File: src/rtl/hazard_scoreboard_if.sv
// Forwarding bundle: in-flight destination / write-enable per stage.
// The scoreboard drives it (master), forwarding logic reads it (slave).
interface hazard_scoreboard_if #(
    parameter int REG_ADDR_W = 4
);
    logic [REG_ADDR_W-1:0] EXE_dst;
    logic                  EXE_wb_en;
    logic                  EXE_mem_read;
    logic [REG_ADDR_W-1:0] MEM_dst;
    logic                  MEM_wb_en;
    logic [REG_ADDR_W-1:0] WB_dst;
    logic                  WB_wb_en;

    modport master (
        output EXE_dst,
        output EXE_wb_en,
        output EXE_mem_read,
        output MEM_dst,
        output MEM_wb_en,
        output WB_dst,
        output WB_wb_en
    );

    modport slave (
        input EXE_dst,
        input EXE_wb_en,
        input EXE_mem_read,
        input MEM_dst,
        input MEM_wb_en,
        input WB_dst,
        input WB_wb_en
    );
endinterface

File: src/rtl/hazard_scoreboard.sv
// Tracks in-flight writes through EXE/MEM/WB and raises the ID stall.
// Also counts stalled cycles with a saturating counter.
module hazard_scoreboard #(
    parameter int REG_ADDR_W = 4,
    parameter int CNT_W      = 16
) (
    input  logic                  clk,
    input  logic                  rst,
    input  logic                  forward_en,
    input  logic                  freeze,
    input  logic                  flush,
    input  logic                  id_valid,
    input  logic [REG_ADDR_W-1:0] id_src1,
    input  logic [REG_ADDR_W-1:0] id_src2,
    input  logic                  id_two_src,
    input  logic                  id_wb_en,
    input  logic                  id_mem_read,
    input  logic [REG_ADDR_W-1:0] id_dst,
    output logic                  hazard,
    hazard_scoreboard_if.master   fwd,
    output logic [CNT_W-1:0]      stall_cnt
);

    logic [REG_ADDR_W-1:0] exe_dst;
    logic                  exe_wb_en;
    logic                  exe_mem_read;
    logic [REG_ADDR_W-1:0] mem_dst;
    logic                  mem_wb_en;
    logic [REG_ADDR_W-1:0] wb_dst;
    logic                  wb_wb_en;

    logic s1_exe;
    logic s1_mem;
    logic s2_exe;
    logic s2_mem;
    logic raw_hit;
    logic lu_hit;
    logic accept;

    // Source-vs-stage matches; only stages that will write count.
    assign s1_exe = exe_wb_en && (id_src1 == exe_dst);
    assign s1_mem = mem_wb_en && (id_src1 == mem_dst);
    assign s2_exe = id_two_src && exe_wb_en && (id_src2 == exe_dst);
    assign s2_mem = id_two_src && mem_wb_en && (id_src2 == mem_dst);

    // Without forwarding any EXE/MEM producer blocks; WB writes on negedge.
    assign raw_hit = s1_exe | s1_mem | s2_exe | s2_mem;

    // With forwarding only a load still in EXE cannot supply its data.
    assign lu_hit = exe_mem_read & (s1_exe | s2_exe);

    // A flushed ID instruction is dead, so it never stalls.
    assign hazard = id_valid & ~flush
                  & (forward_en ? lu_hit : raw_hit);

    assign accept = id_valid & ~hazard & ~flush;

    // Stage pipeline: advance unless memory freezes everything.
    always_ff @(posedge clk or negedge rst) begin
        if (!rst) begin
            exe_dst      <= '0;
            exe_wb_en    <= 1'b0;
            exe_mem_read <= 1'b0;
            mem_dst      <= '0;
            mem_wb_en    <= 1'b0;
            wb_dst       <= '0;
            wb_wb_en     <= 1'b0;
        end else if (!freeze) begin
            wb_dst    <= mem_dst;
            wb_wb_en  <= mem_wb_en;
            mem_dst   <= exe_dst;
            mem_wb_en <= exe_wb_en;
            if (accept) begin
                exe_dst      <= id_dst;
                exe_wb_en    <= id_wb_en;
                exe_mem_read <= id_mem_read;
            end else begin
                exe_dst      <= '0;
                exe_wb_en    <= 1'b0;
                exe_mem_read <= 1'b0;
            end
        end
    end

    // Saturating count of cycles actually spent stalled.
    always_ff @(posedge clk or negedge rst) begin
        if (!rst) begin
            stall_cnt <= '0;
        end else if (hazard && !freeze && !(&stall_cnt)) begin
            stall_cnt <= stall_cnt + 1'b1;
        end
    end

    assign fwd.EXE_dst      = exe_dst;
    assign fwd.EXE_wb_en    = exe_wb_en;
    assign fwd.EXE_mem_read = exe_mem_read;
    assign fwd.MEM_dst      = mem_dst;
    assign fwd.MEM_wb_en    = mem_wb_en;
    assign fwd.WB_dst       = wb_dst;
    assign fwd.WB_wb_en     = wb_wb_en;

endmodule
File: src/flat_wrapper.sv
// flat-port wrapper written by rule: the top's interface ports become plain ports
module hazard_scoreboard_flat 
#(
    parameter int REG_ADDR_W = 4,
    parameter int CNT_W      = 16
)
  (clk, rst, forward_en, freeze, flush, id_valid, id_src1, id_src2, id_two_src, id_wb_en, id_mem_read, id_dst, hazard, stall_cnt, fwd_EXE_dst, fwd_EXE_wb_en, fwd_EXE_mem_read, fwd_MEM_dst, fwd_MEM_wb_en, fwd_WB_dst, fwd_WB_wb_en);
  hazard_scoreboard_if #(.REG_ADDR_W(REG_ADDR_W)) fwd_i ();
  input  logic clk;
  input  logic rst;
  input  logic forward_en;
  input  logic freeze;
  input  logic flush;
  input  logic id_valid;
  input  logic [REG_ADDR_W-1:0] id_src1;
  input  logic [REG_ADDR_W-1:0] id_src2;
  input  logic id_two_src;
  input  logic id_wb_en;
  input  logic id_mem_read;
  input  logic [REG_ADDR_W-1:0] id_dst;
  output logic hazard;
  output logic [CNT_W-1:0] stall_cnt;
  output wire logic [$bits(fwd_i.EXE_dst)-1:0] fwd_EXE_dst;
  output wire logic [$bits(fwd_i.EXE_wb_en)-1:0] fwd_EXE_wb_en;
  output wire logic [$bits(fwd_i.EXE_mem_read)-1:0] fwd_EXE_mem_read;
  output wire logic [$bits(fwd_i.MEM_dst)-1:0] fwd_MEM_dst;
  output wire logic [$bits(fwd_i.MEM_wb_en)-1:0] fwd_MEM_wb_en;
  output wire logic [$bits(fwd_i.WB_dst)-1:0] fwd_WB_dst;
  output wire logic [$bits(fwd_i.WB_wb_en)-1:0] fwd_WB_wb_en;
  assign fwd_EXE_dst = fwd_i.EXE_dst;
  assign fwd_EXE_wb_en = fwd_i.EXE_wb_en;
  assign fwd_EXE_mem_read = fwd_i.EXE_mem_read;
  assign fwd_MEM_dst = fwd_i.MEM_dst;
  assign fwd_MEM_wb_en = fwd_i.MEM_wb_en;
  assign fwd_WB_dst = fwd_i.WB_dst;
  assign fwd_WB_wb_en = fwd_i.WB_wb_en;
  hazard_scoreboard #(.REG_ADDR_W(REG_ADDR_W), .CNT_W(CNT_W)) u_core (.clk(clk), .rst(rst), .forward_en(forward_en), .freeze(freeze), .flush(flush), .id_valid(id_valid), .id_src1(id_src1), .id_src2(id_src2), .id_two_src(id_two_src), .id_wb_en(id_wb_en), .id_mem_read(id_mem_read), .id_dst(id_dst), .hazard(hazard), .fwd(fwd_i), .stall_cnt(stall_cnt));
endmodule
File: config.mk
export PLATFORM = sky130hd
export DESIGN_NAME = hazard_scoreboard_flat
export DESIGN_NICKNAME = d
export VERILOG_FILES = /design/src/rtl/hazard_scoreboard_if.sv /design/src/rtl/hazard_scoreboard.sv /design/src/flat_wrapper.sv
export SDC_FILE = /design/constraint.sdc
export NUM_CORES = 1
export LEC_CHECK = 0
export BUFFER_PORTS_ARGS = -buffer_cell sky130_fd_sc_hd__buf_2
export CORE_MARGIN = 1.5
export CORE_UTILIZATION = 49
export CTS_CLUSTER_DIAMETER = 50
export DETAILED_ROUTE_END_ITERATION = 8
export PLACE_DENSITY = 0.89
export SYNTH_ARGS = -nofsm -noshare
export SYNTH_HDL_FRONTEND = slang
export SYNTH_SLANG_ARGS = --single-unit
File: constraint.sdc
create_clock -name clk -period 1.92 [get_ports clk]
set_input_delay 0.096 -clock clk [delete_from_list [all_inputs] [get_ports clk]]
set_output_delay 0.096 -clock clk [all_outputs]
set_load 0.01 [all_outputs]
==> results of run 1 <==
-- Yosys cell counts (all sizes together) --
master   count  area share, %
xor2        14            7.6
o21ai        2           0.86
dfrtp       32             50
a22o         6            3.3
nor4         1           0.78
nand4        5            2.0
buf          2           0.94
o32ai        1            1.7
nand2b       1           0.39
clkbuf       1           0.23
ha           1           0.78
nand2        8            1.9
nor3         9            4.1
o2111ai      1           0.55
xnor2       17            9.3
nor2         8            1.9
inv          3           0.70
and4         3            1.6
nand3        7            2.2
and3         2           0.78
o21a         1           0.47
mux2        11            7.7
o22ai        1           0.39
-- routing by layer --
metal | track usage [%] | vias up
li1 | - | 657
met1 | 26.07 | 697
met2 | 40.53 | 55
met3 | 7.576 | 10
met4 | 8.571 | 0
met5 | 0 | -
-- metrics by stage --
| stage | setup WS, ns | hold WS, ns |
|---|---|---|
| detailed placement | -0.03276 | 0.1921 |
| global placement | 0.03699 | 0.1834 |
| global route | -0.1921 | 0.2656 |
| finish | -0.1100 | 0.2768 |
| floorplan | 0.2136 | -0.1996 |
| CTS | -0.05359 | 0.2552 |
-- cells by family (layout without fill, tap and decap cells) --
logic type / count (synthesis) / count (layout) / share of synthesized area (%)
AO/OA/AOI/OAI: 12 / 13 / 7.255
XOR/XNOR: 31 / 31 / 16.93
adder cells (fa/ha/maj): 1 / 1 / 0.7799
buffers and inverters: 6 / 92 / 1.872
flip-flops: 32 / 32 / 49.92
multiplexers: 11 / 11 / 7.722
AND/OR/NAND/NOR: 44 / 44 / 15.52
-- sequential cells by signal, summed over array words and instances, names as in the netlist --
register / flops
u_core.fwd.EXE_mem_read: 1
u_core.fwd.MEM_dst: 4
u_core.fwd.WB_wb_en: 1
u_core.fwd.EXE_dst: 4
u_core.fwd.MEM_wb_en: 1
u_core.fwd.WB_dst: 4
u_core.stall_cnt: 16
u_core.fwd.EXE_wb_en: 1
-- final timing paths --
kind | to | slack [ns] | depth (start not counted)
min reg2reg | u_core.stall_cnt[8]$_DFFE_PN0P_ | 0.50 | 1
min | u_core.fwd.WB_wb_en$_DFFE_PN0N_ | 0.28 | 2
max reg2reg | u_core.stall_cnt[11]$_DFFE_PN0P_ | 0.05 | 7
min in group asynchronous | u_core.fwd.MEM_dst[2]$_DFFE_PN0N_ | 0.37 | 2
max in group asynchronous | u_core.fwd.EXE_dst[2]$_DFFE_PN0N_ | 1.05 | 2
max | hazard | -0.11 | 7
-- final cells by class --
type,instances,share of cell area [%]
Tap cell,44,2.416
Timing Repair Buffer,81,21.64
Sequential cell,32,35.31
Clock inverter,1,1.318
Inverter,3,0.4942
Multi-Input combinational cell,100,35.97
Clock buffer,7,2.856
-- repair_timing --
item / in CTS / in global routing
hold buffers: 7 / 0
gates cloned: 0 / 1
resized for setup: 0 / 9
buffers inserted: 1 / 7
endpoints found under the setup margin: 5 / 16
endpoints found under the hold margin: 38 / 0
pin swaps: 0 / 6
-- power by group through the flow --
stage                     Clock, mW  Combinational [mW]  Sequential [mW]
after CTS                     0.592               0.205            0.728
after global routing          0.625               0.241            0.735
final                         0.583               0.223            0.731
after detailed placement          0               0.190            0.742
after floorplan                   0              0.0814            0.755
after global placement            0               0.186            0.741
==> summary.md, run 1 <==
| Metric | Value |
|---|---|
| Clock sinks | `32` |
| Fin nets | `around 250` |
| Critical path arrival | `around 1.9 ns` |
| Seq/Total Area, Yosys | `roughly half` |
| Setup WS post-layout | `-0.1100 ns` |
| Max Fclk | `a little under 500 MHz` |
| Vias per inst | `roughly 5.3` |
| Largest net degree at the start of global routing | `33` |
| Grt total ovfl | `0` |
| H-tree Lvls | `2` |
| CTS tree | `built` |
| GP Congestion | `about 0.87` |
| Placed Cells | `~240` |
| CTS max path bufs | `2` |
| Run status | `finished, violations left` |
| Die W | `60.22 µm` |
| Final Cell Area | `~2300 µm²` |
| M1 WL | `about 1.8 mm` |
| Num rows | `20` |
| Initial Util | `a little over half` |
| Critical setup path kind | `flop to primary output` |
| Yosys cell types | `26` |
| Crit path buffers/inverters | `2` |
| Type of origin of the critical path | `flop` |
| FF+latch count, synth | `32` |
| IO Pins | `54` |
| Max stage delay on crit path | `approximately 0.46 ns` |
| Failing checks | `negative setup slack` |
| DIE AREA | `between 3000 and 4000 µm²` |
| Max_cap viols | `0` |
| Pwr Density | `a little under 700 nW/µm²` |
| DP HPWL | `2.715 mm` |
| Hold_sp | `freeze` |
| FF-to-FF Start | `u_core.fwd.EXE_dst[3]$_DFFE_PN0N_` |
| Clk Tree Root Cell | `clkbuf_4` |
| Total Routing Usage GR | `between 20% and 30%` |
| WL per Instance | `between 15 and 20 µm` |
| Comb pwr share | `14.5%` |
| 1st-iter DRT viols | `90` |
| Cts bufs inserted | `5` |
| Uppermost routed layer | `met4` |
| Mapped cell area | `1604 µm²` |
| Ratio of cells with drive above 1 in the final layout | `48.66%` |
| IO Port Bufs | `53` |
| Hold Crit Class | `input port to flop` |
| Min Tclk post-route | `about 2 ns` |
| Delay-heaviest family, CP | `flip-flops` |
| Most common cell after layout, fill and taps aside | `buf_2` |
| Switch Pwr | `roughly 0.37 mW` |
| Tcrit/Tclk final | `105.7%` |
| Register share of total power | `47.6%` |
| Post-route ant nets | `0` |
| Crit-path slowest cell | `dfrtp_1` |
| Vias in the first global route | `roughly 1,400` |
| Cell-internal power | `roughly 1.2 mW` |
| Wire length on met2 | `2.069 mm` |
| Total negative setup slack | `-0.1100 ns` |
| Crit. Startpoint | `u_core.fwd.EXE_dst[3]$_DFFE_PN0N_` |
| # diodes | `0` |
| Post-placement cell area | `around 2000 µm²` |
| Fin util | `around three quarters` |
| Worst-path clk slew | `roughly 0.10 ns` |
| Area of the core | `between 3000 and 4000 µm²` |
| Met3 Wirelength | `between 200 and 300 µm` |
| First-pass DRT Iterations | `4` |
| CP Data Required Time | `~1.8 ns` |
| Power share of the clock group | `37.9%` |
| Die Y | `between 60 and 70 µm` |
| Filler instances | `between 200 and 250` |
| Via total after detailed routing | `approximately 1,400` |
| Crit-path max FO | `5` |
| Slew margin rel. | `about half` |
| Initial antenna violation count | `0` |
| Mean Syn Cell Area | `roughly 12 µm²` |
| Worst slew pin tran | `slightly above 0.7 ns` |
| CP Capture Type | `primary output` |
| Worst Skew | `between 0.01 and 0.015 ns` |
| CP Cell Sequence | `xnor2_1, nand4_1, o22ai_2, buf_4, nor2_2, nor2_1, buf_2` |
| Worst skew pair latency | `~0.34 ns` |
| Mapped Cells | `~140` |
| Routed WL | `4.196 mm` |
| Count of final max-slew check failures | `0` |
| Synthesized Nets | `about 160` |
| Tot Pwr | `1.537 mW` |
| Unrepaired setup endpoints after global routing | `true` |
| Leakage power total | `~1.2 nW` |
| Multi-input logic area | `819.5 µm²` |
| Most frequent cells in the layout | `53 x buf_2, 29 x dfrtp_1, 21 x buf_4, 15 x xnor2_1, 14 x xor2_1` |
| Non-Filler Instances | `between 200 and 300` |
| First-pass GRT wire length | `a little over 6 mm` |
| Reg area | `804.5 µm²` |
| Max IR drop VDD | `0.4920 mV` |
| Yosys warns | `0` |
| Setup violators final | `1` |
| Final Hold Violating Endpoints | `0` |
| P&R area growth vs syn | `42.04%` |
| Sw frac | `around 24%` |
| Drt drc | `0` |
Power figures use the tool's default switching activity.
==> run 2: changes to the inputs <==
Settings changed: CORE_ASPECT_RATIO from default to 0.6, CORE_UTILIZATION 49 to 35, PLACE_DENSITY 0.89 to 0.7.
==> run 2 against run 1 <==
Net effect: the flow now finishes without violations; sequential power hardly changed; die area up 38%; worst hold slack got worse by 0.26 ns; total power fell by 3.5%; critical path type unchanged; register-to-register slack gained 0.05 ns; maximum frequency grew 8.5%; setup slack better by 0.16 ns; first-iteration DRC count fell by 52%.
==> summary.md, run 2 (same netlist as run 1, synthesis figures left out) <==
| Metric | Value |
|---|---|
| Run status | `finished clean` |
| Clk Tree Root Cell | `clkbuf_8` |
| Clock sinks | `32` |
| Area of the core | `roughly 4300 µm²` |
| Total negative setup slack | `0 ns` |
| Biggest register | `u_core.stall_cnt` |
| Fin nets | `between 200 and 250` |
| Critical setup path kind | `flop to primary output` |
| Met3 Wirelength | `~130 µm` |
| Grt total ovfl | `0` |
| Crit-path max FO | `3` |
| Via total after detailed routing | `between 1,000 and 1,500` |
| First-pass GRT wire length | `between 6 and 7 mm` |
| Worst Skew | `0.008943 ns` |
| R2R Setup Slk | `about 0.10 ns` |
| Die W | `around 90 µm` |
| M1 WL | `approximately 2.0 mm` |
| Final Hold Violating Endpoints | `0` |
| Initial antenna violation count | `0` |
| Max Fclk | `about 530 MHz` |
| FF-to-FF Start | `u_core.fwd.MEM_dst[1]$_DFFE_PN0N_` |
| Count of final max-slew check failures | `0` |
| Drt drc | `0` |
| Worst slew pin tran | `0.7354 ns` |
| Max reg flops | `16` |
| Hold path endpoint | `u_core.fwd.EXE_mem_read$_DFFE_PN0N_` |
| Initial Util | `between 30% and 40%` |
| # diodes | `0` |
| Post-placement cell area | `approximately 2100 µm²` |
| GP Congestion | `roughly 0.91` |
| Final Cell Area | `2333 µm²` |
| Worst R2R Path Depth | `8` |
| Max IR drop VDD | `0.3496 mV` |
| Die Y | `approximately 55 µm` |
| Ratio of cells with drive above 1 in the final layout | `a little over half` |
| Num rows | `18` |
| WL per Instance | `14.03 µm` |
| Post-route ant nets | `0` |
| DP HPWL | `2.901 mm` |
| IO Pins | `54` |
| CTS max path bufs | `2` |
| Slew margin rel. | `between 50% and 60%` |
| First-pass DRT Iterations | `4` |
| Routed WL | `about 4.0 mm` |
| CP Data Required Time | `about 1.8 ns` |
| 1st-iter DRT viols | `43` |
| Most frequent cells in the layout | `53 x buf_2, 30 x dfrtp_1, 23 x buf_4, 14 x xnor2_1, 14 x xor2_1` |
| Hold_sp | `id_mem_read` |
| DIE AREA | `roughly 5000 µm²` |
| Unrepaired setup endpoints after global routing | `true` |
| Worst Hold Depth | `2` |
| Worst-path clk slew | `0.06 ns` |
| Worst skew pair latency | `between 0.2 and 0.3 ns` |
| Type of origin of the critical path | `flop` |
| Vias per inst | `4.792` |
| Uppermost routed layer | `met4` |
| Max_cap viols | `0` |
| Vias in the first global route | `between 1,000 and 1,500` |
| Largest net degree at the start of global routing | `33` |
| Critical path arrival | `1.78 ns` |
| Tcrit/Tclk final | `between 90 and 100%` |
| CP Capture Type | `primary output` |
| P&R area growth vs syn | `45.48%` |
| Wire length on met2 | `about 1.8 mm` |
| Cts bufs inserted | `5` |
| Most common cell after layout, fill and taps aside | `buf_2` |
| CTS tree | `built` |
| Crit Reg-Reg Endpoint | `u_core.fwd.EXE_wb_en$_DFFE_PN0N_` |
| IO Port Bufs | `53` |
| Total Routing Usage GR | `around 16%` |
| H-tree Lvls | `2` |
| Setup violators final | `0` |
| Pwr Density | `~640 nW/µm²` |
| Leakage power total | `between 1 and 1.5 nW` |
| Hold Crit Class | `input port to flop` |
| Min Tclk post-route | `1.871 ns` |
## run 2: worst max-delay path by stage
stage                                            startpoint                         endpoint  slack (ns)  cells past startpoint
after global routing      u_core.fwd.MEM_dst[0]$_DFFE_PN0N_                           hazard       -0.09                      7
after floorplan             u_core.stall_cnt[0]$_DFFE_PN0P_  u_core.stall_cnt[4]$_DFFE_PN0P_        0.21                      8
after CTS                 u_core.fwd.EXE_dst[1]$_DFFE_PN0N_  u_core.stall_cnt[6]$_DFFE_PN0P_      -0.006                      7
after detailed placement  u_core.fwd.EXE_dst[1]$_DFFE_PN0N_  u_core.stall_cnt[6]$_DFFE_PN0P_       0.001                      7
after global placement    u_core.fwd.MEM_dst[1]$_DFFE_PN0N_  u_core.stall_cnt[6]$_DFFE_PN0P_        0.04                      7
final                     u_core.fwd.MEM_dst[1]$_DFFE_PN0N_                           hazard        0.05                      7
## run 2: area by class of cell
type                       instances  area (µm²)
fill                             382        1923
multi-input combinational        100       869.6
sequential                        32       803.3
timing repair buffer              80       481.7
clock buffer                       6       82.58
tap                               60       75.07
inverter                           3       11.26
clock inverter                     2       10.01
## run 2: critical path, stage by stage (launching register included)
cell	delay, ns
dfrtp_1	0.41
xnor2_1	0.17
nand3_1	0.15
o32ai_4	0.33
buf_6	0.14
nor2_2	0.03
nor2_1	0.11
buf_2	0.15
## run 2: per-stage QoR
| stage | hold slack, ns | utilization (%) | setup slack (ns) | std cells | power (mW) |
|---|---|---|---|---|---|
| after floorplan | -0.1996 | - | 0.2136 | 137 | 0.8365 |
| after global placement | 0.2008 | 48.94 | 0.03834 | 268 | 0.9414 |
| after detailed placement | 0.1960 | 48.94 | 0.001457 | 268 | 0.9437 |
| after CTS | 0.007294 | 51.35 | -0.006277 | 277 | 1.490 |
| after global routing | 0.02233 | 54.82 | -0.09495 | 283 | 1.554 |
| final | 0.02107 | 54.82 | 0.04881 | 283 | 1.483 |
## run 2: timing repair
action / 4_1_cts / 5_1_grt
setup endpoints to repair: 2 / 10
pin swaps: 1 / 14
hold buffers: 1 / 0
resized for setup: 0 / 19
hold endpoints to repair: 32 / 0
cloned: 0 / 1
buffers inserted: 0 / 5
## run 2: layer usage
layer / vias to the layer above / track usage, %
li1: 654 / -
met1: 666 / 23.50
met2: 30 / 23.48
met3: 6 / 3.581
met4: 0 / 7.483
met5: - / 0
## run 2: where the power goes
part	leakage [nW]	total [mW]	internal [mW]	switching, mW
registers	0.431	0.730	0.703	0.0279
logic	0.738	0.218	0.112	0.106
clock network	0.0510	0.535	0.286	0.249
==> run 3: changes to the inputs <==
Settings changed: CELL_PAD_IN_SITES_DETAIL_PLACEMENT from default to 0, CELL_PAD_IN_SITES_GLOBAL_PLACEMENT from default to 1, PLACE_DENSITY 0.7 to 0.84.
==> run 3 against run 2 <==
Net effect: combinational power shrank 3%; sequential share of layout area grew 1.3 points; count of clock-buffer cells in the layout shrank 1; sequential power is essentially flat; flip-flop and latch count unchanged; total power fell by 2.9%; clock skew fell by 0.00051 ns; largest cell class is now sequential cells.
==> summary.md, run 3 (same netlist as run 1, synthesis figures left out) <==
| Metric | Value |
|---|---|
| Worst skew pair latency | `just under 0.3 ns` |
| CP Data Required Time | `between 2 and 2.5 ns` |
| Setup violators final | `0` |
| Largest net degree at the start of global routing | `33` |
| Post-route ant nets | `0` |
| Reg area | `about 800 µm²` |
| Worst Skew | `around 0.0084 ns` |
| Setup WS post-layout | `roughly 0.08 ns` |
| Via total after detailed routing | `around 1,300` |
| Cts bufs inserted | `5` |
| Tcrit/Tclk final | `between 90% and 100%` |
| Filler instances | `~400` |
| IO Pins | `54` |
| Ratio of cells with drive above 1 in the final layout | `slightly below 50%` |
| Worst-path clk slew | `0.07 ns` |
| CP Capture Type | `flop` |
| DP HPWL | `~2.9 mm` |
| IO Port Bufs | `53` |
| Max IR drop VDD | `0.3215 mV` |
| Area of the core | `4257 µm²` |
| Crit-path max FO | `15` |
| Grt total ovfl | `0` |
| Placed Cells | `270` |
| Unrepaired setup endpoints after global routing | `false` |
| Count of final max-slew check failures | `0` |
| Min Tclk post-route | `1.841 ns` |
| # diodes | `0` |
| Routed WL | `between 3 and 4 mm` |
| Fin nets | `roughly 240` |
| Pwr Density | `between 600 and 700 nW/µm²` |
| Clk Tree Root Cell | `clkbuf_8` |
| P&R area growth vs syn | `40.09%` |
| First-pass GRT wire length | `6.341 mm` |
| Multi-input logic area | `roughly 800 µm²` |
| Max_cap viols | `0` |
| Die Y | `~55 µm` |
| Num rows | `18` |
| Hold Crit Class | `input port to flop` |
| Worst slew pin tran | `roughly 0.71 ns` |
| Post-placement cell area | `2098 µm²` |
| Tot Pwr | `between 1 and 1.5 mW` |
| Final Cell Area | `2247 µm²` |
| Max Fclk | `543.1 MHz` |
| Max reg flops | `16` |
| Run status | `finished clean` |
| Hold slack | `between 0.015 and 0.02 ns` |
| Critical path arrival | `~2 ns` |
| H-tree Lvls | `2` |
| Vias in the first global route | `~1,300` |
| CTS tree | `built` |
| First-pass DRT Iterations | `4` |
| 1st-iter DRT viols | `40` |
| Initial Util | `between 30% and 40%` |
| CTS max path bufs | `2` |
| Leakage power total | `1.181 nW` |
| Non-Filler Instances | `~280` |
| Most frequent cells in the layout | `53 x buf_2, 31 x dfrtp_1, 27 x buf_4, 16 x xnor2_1, 14 x xor2_1` |
| Most common cell after layout, fill and taps aside | `buf_2` |
| Type of origin of the critical path | `flop` |
| Final Hold Violating Endpoints | `0` |
| Critical setup path kind | `flop to flop` |
| Die W | `approximately 90 µm` |
| Clock sinks | `32` |
| Biggest register | `u_core.stall_cnt` |
| GP Congestion | `0.7971` |
| Pre-CTS setup slack | `-0.03100 ns` |
| DIE AREA | `between 5000 and 6000 µm²` |
| Drt drc | `0` |
| Total Routing Usage GR | `16.44%` |
| Slew margin rel. | `a little over half` |
| WL per Instance | `between 10 and 15 µm` |
| Vias per inst | `4.730` |
| Initial antenna violation count | `0` |
[run 3: cell count changes in the layout (fill, tap and decap cells not counted), sizes merged]
cell	delta
clkinv	-1
clkbuf	-1
o21ai	-1
buf	+1
clkinvlp	+1
[run 3: path summary, 6_finish.rpt]
path,cells after the start,from,slack (ns),end
max in group asynchronous,2,rst,1.03,u_core.fwd.EXE_dst[2]$_DFFE_PN0N_
min in group asynchronous,2,rst,0.38,u_core.fwd.WB_dst[3]$_DFFE_PN0N_
max,8,u_core.fwd.EXE_dst[2]$_DFFE_PN0N_,0.08,u_core.stall_cnt[6]$_DFFE_PN0P_
max reg2reg,8,u_core.fwd.EXE_dst[2]$_DFFE_PN0N_,0.08,u_core.stall_cnt[6]$_DFFE_PN0P_
min reg2reg,1,u_core.stall_cnt[15]$_DFFE_PN0P_,0.49,u_core.stall_cnt[15]$_DFFE_PN0P_
min,2,id_dst[2],0.02,u_core.fwd.EXE_dst[2]$_DFFE_PN0N_
[run 3: area by class of cell]
type / count / share of cell area (%)
inverter: 3 / 0.5011
sequential: 32 / 35.69
timing repair buffer: 81 / 21.27
clock buffer: 5 / 3.062
tap: 60 / 3.341
multi-input combinational: 99 / 35.58
clock inverter: 2 / 0.5568
[run 3: timing repair]
item,CTS,global route
setup buffers,0,4
gates resized for setup,2,3
pin swaps,0,6
endpoints found under the hold margin,32,0
hold buffers,1,0
setup endpoints to repair,5,11
[run 3: worst max-delay path, cell delays in order, from the launching register on]
cell     delay [ns]
dfrtp_2        0.45
xnor2_1        0.15
nand4_1        0.11
o22ai_2        0.10
buf_4          0.15
o21ai_4        0.37
buf_4          0.20
nor3_2         0.04
xor2_1         0.14
[run 3: per-layer routing]
| layer | global-route usage, % | routed length, µm | share of wire [%] |
|---|---|---|---|
| met1 | 23.32 | 2035 | 52 |
| met2 | 23.05 | 1635 | 42 |
| met3 | 4.683 | 168 | 4.3 |
| met4 | 7.483 | 76 | 1.9 |
| met5 | 0 | 0 | 0 |
[run 3: power breakdown]
group | leakage, nW | internal (mW) | total, mW | switching, mW
Clock | 0.0400 | 0.245 | 0.502 | 0.257
Combinational | 0.708 | 0.108 | 0.211 | 0.102
Sequential | 0.433 | 0.702 | 0.728 | 0.0255
[run 3: through the flow]
| step | utilization (%) | TNS (ns) |
|---|---|---|
| 3_5_place_dp | 49.29 | -0.06270 |
| 5_1_grt | 52.79 | 0 |
| 4_1_cts | 51.76 | 0 |
| 2_1_floorplan | - | 0 |
| 3_3_place_gp | 49.29 | 0 |
| 6_report | 52.79 | 0 |
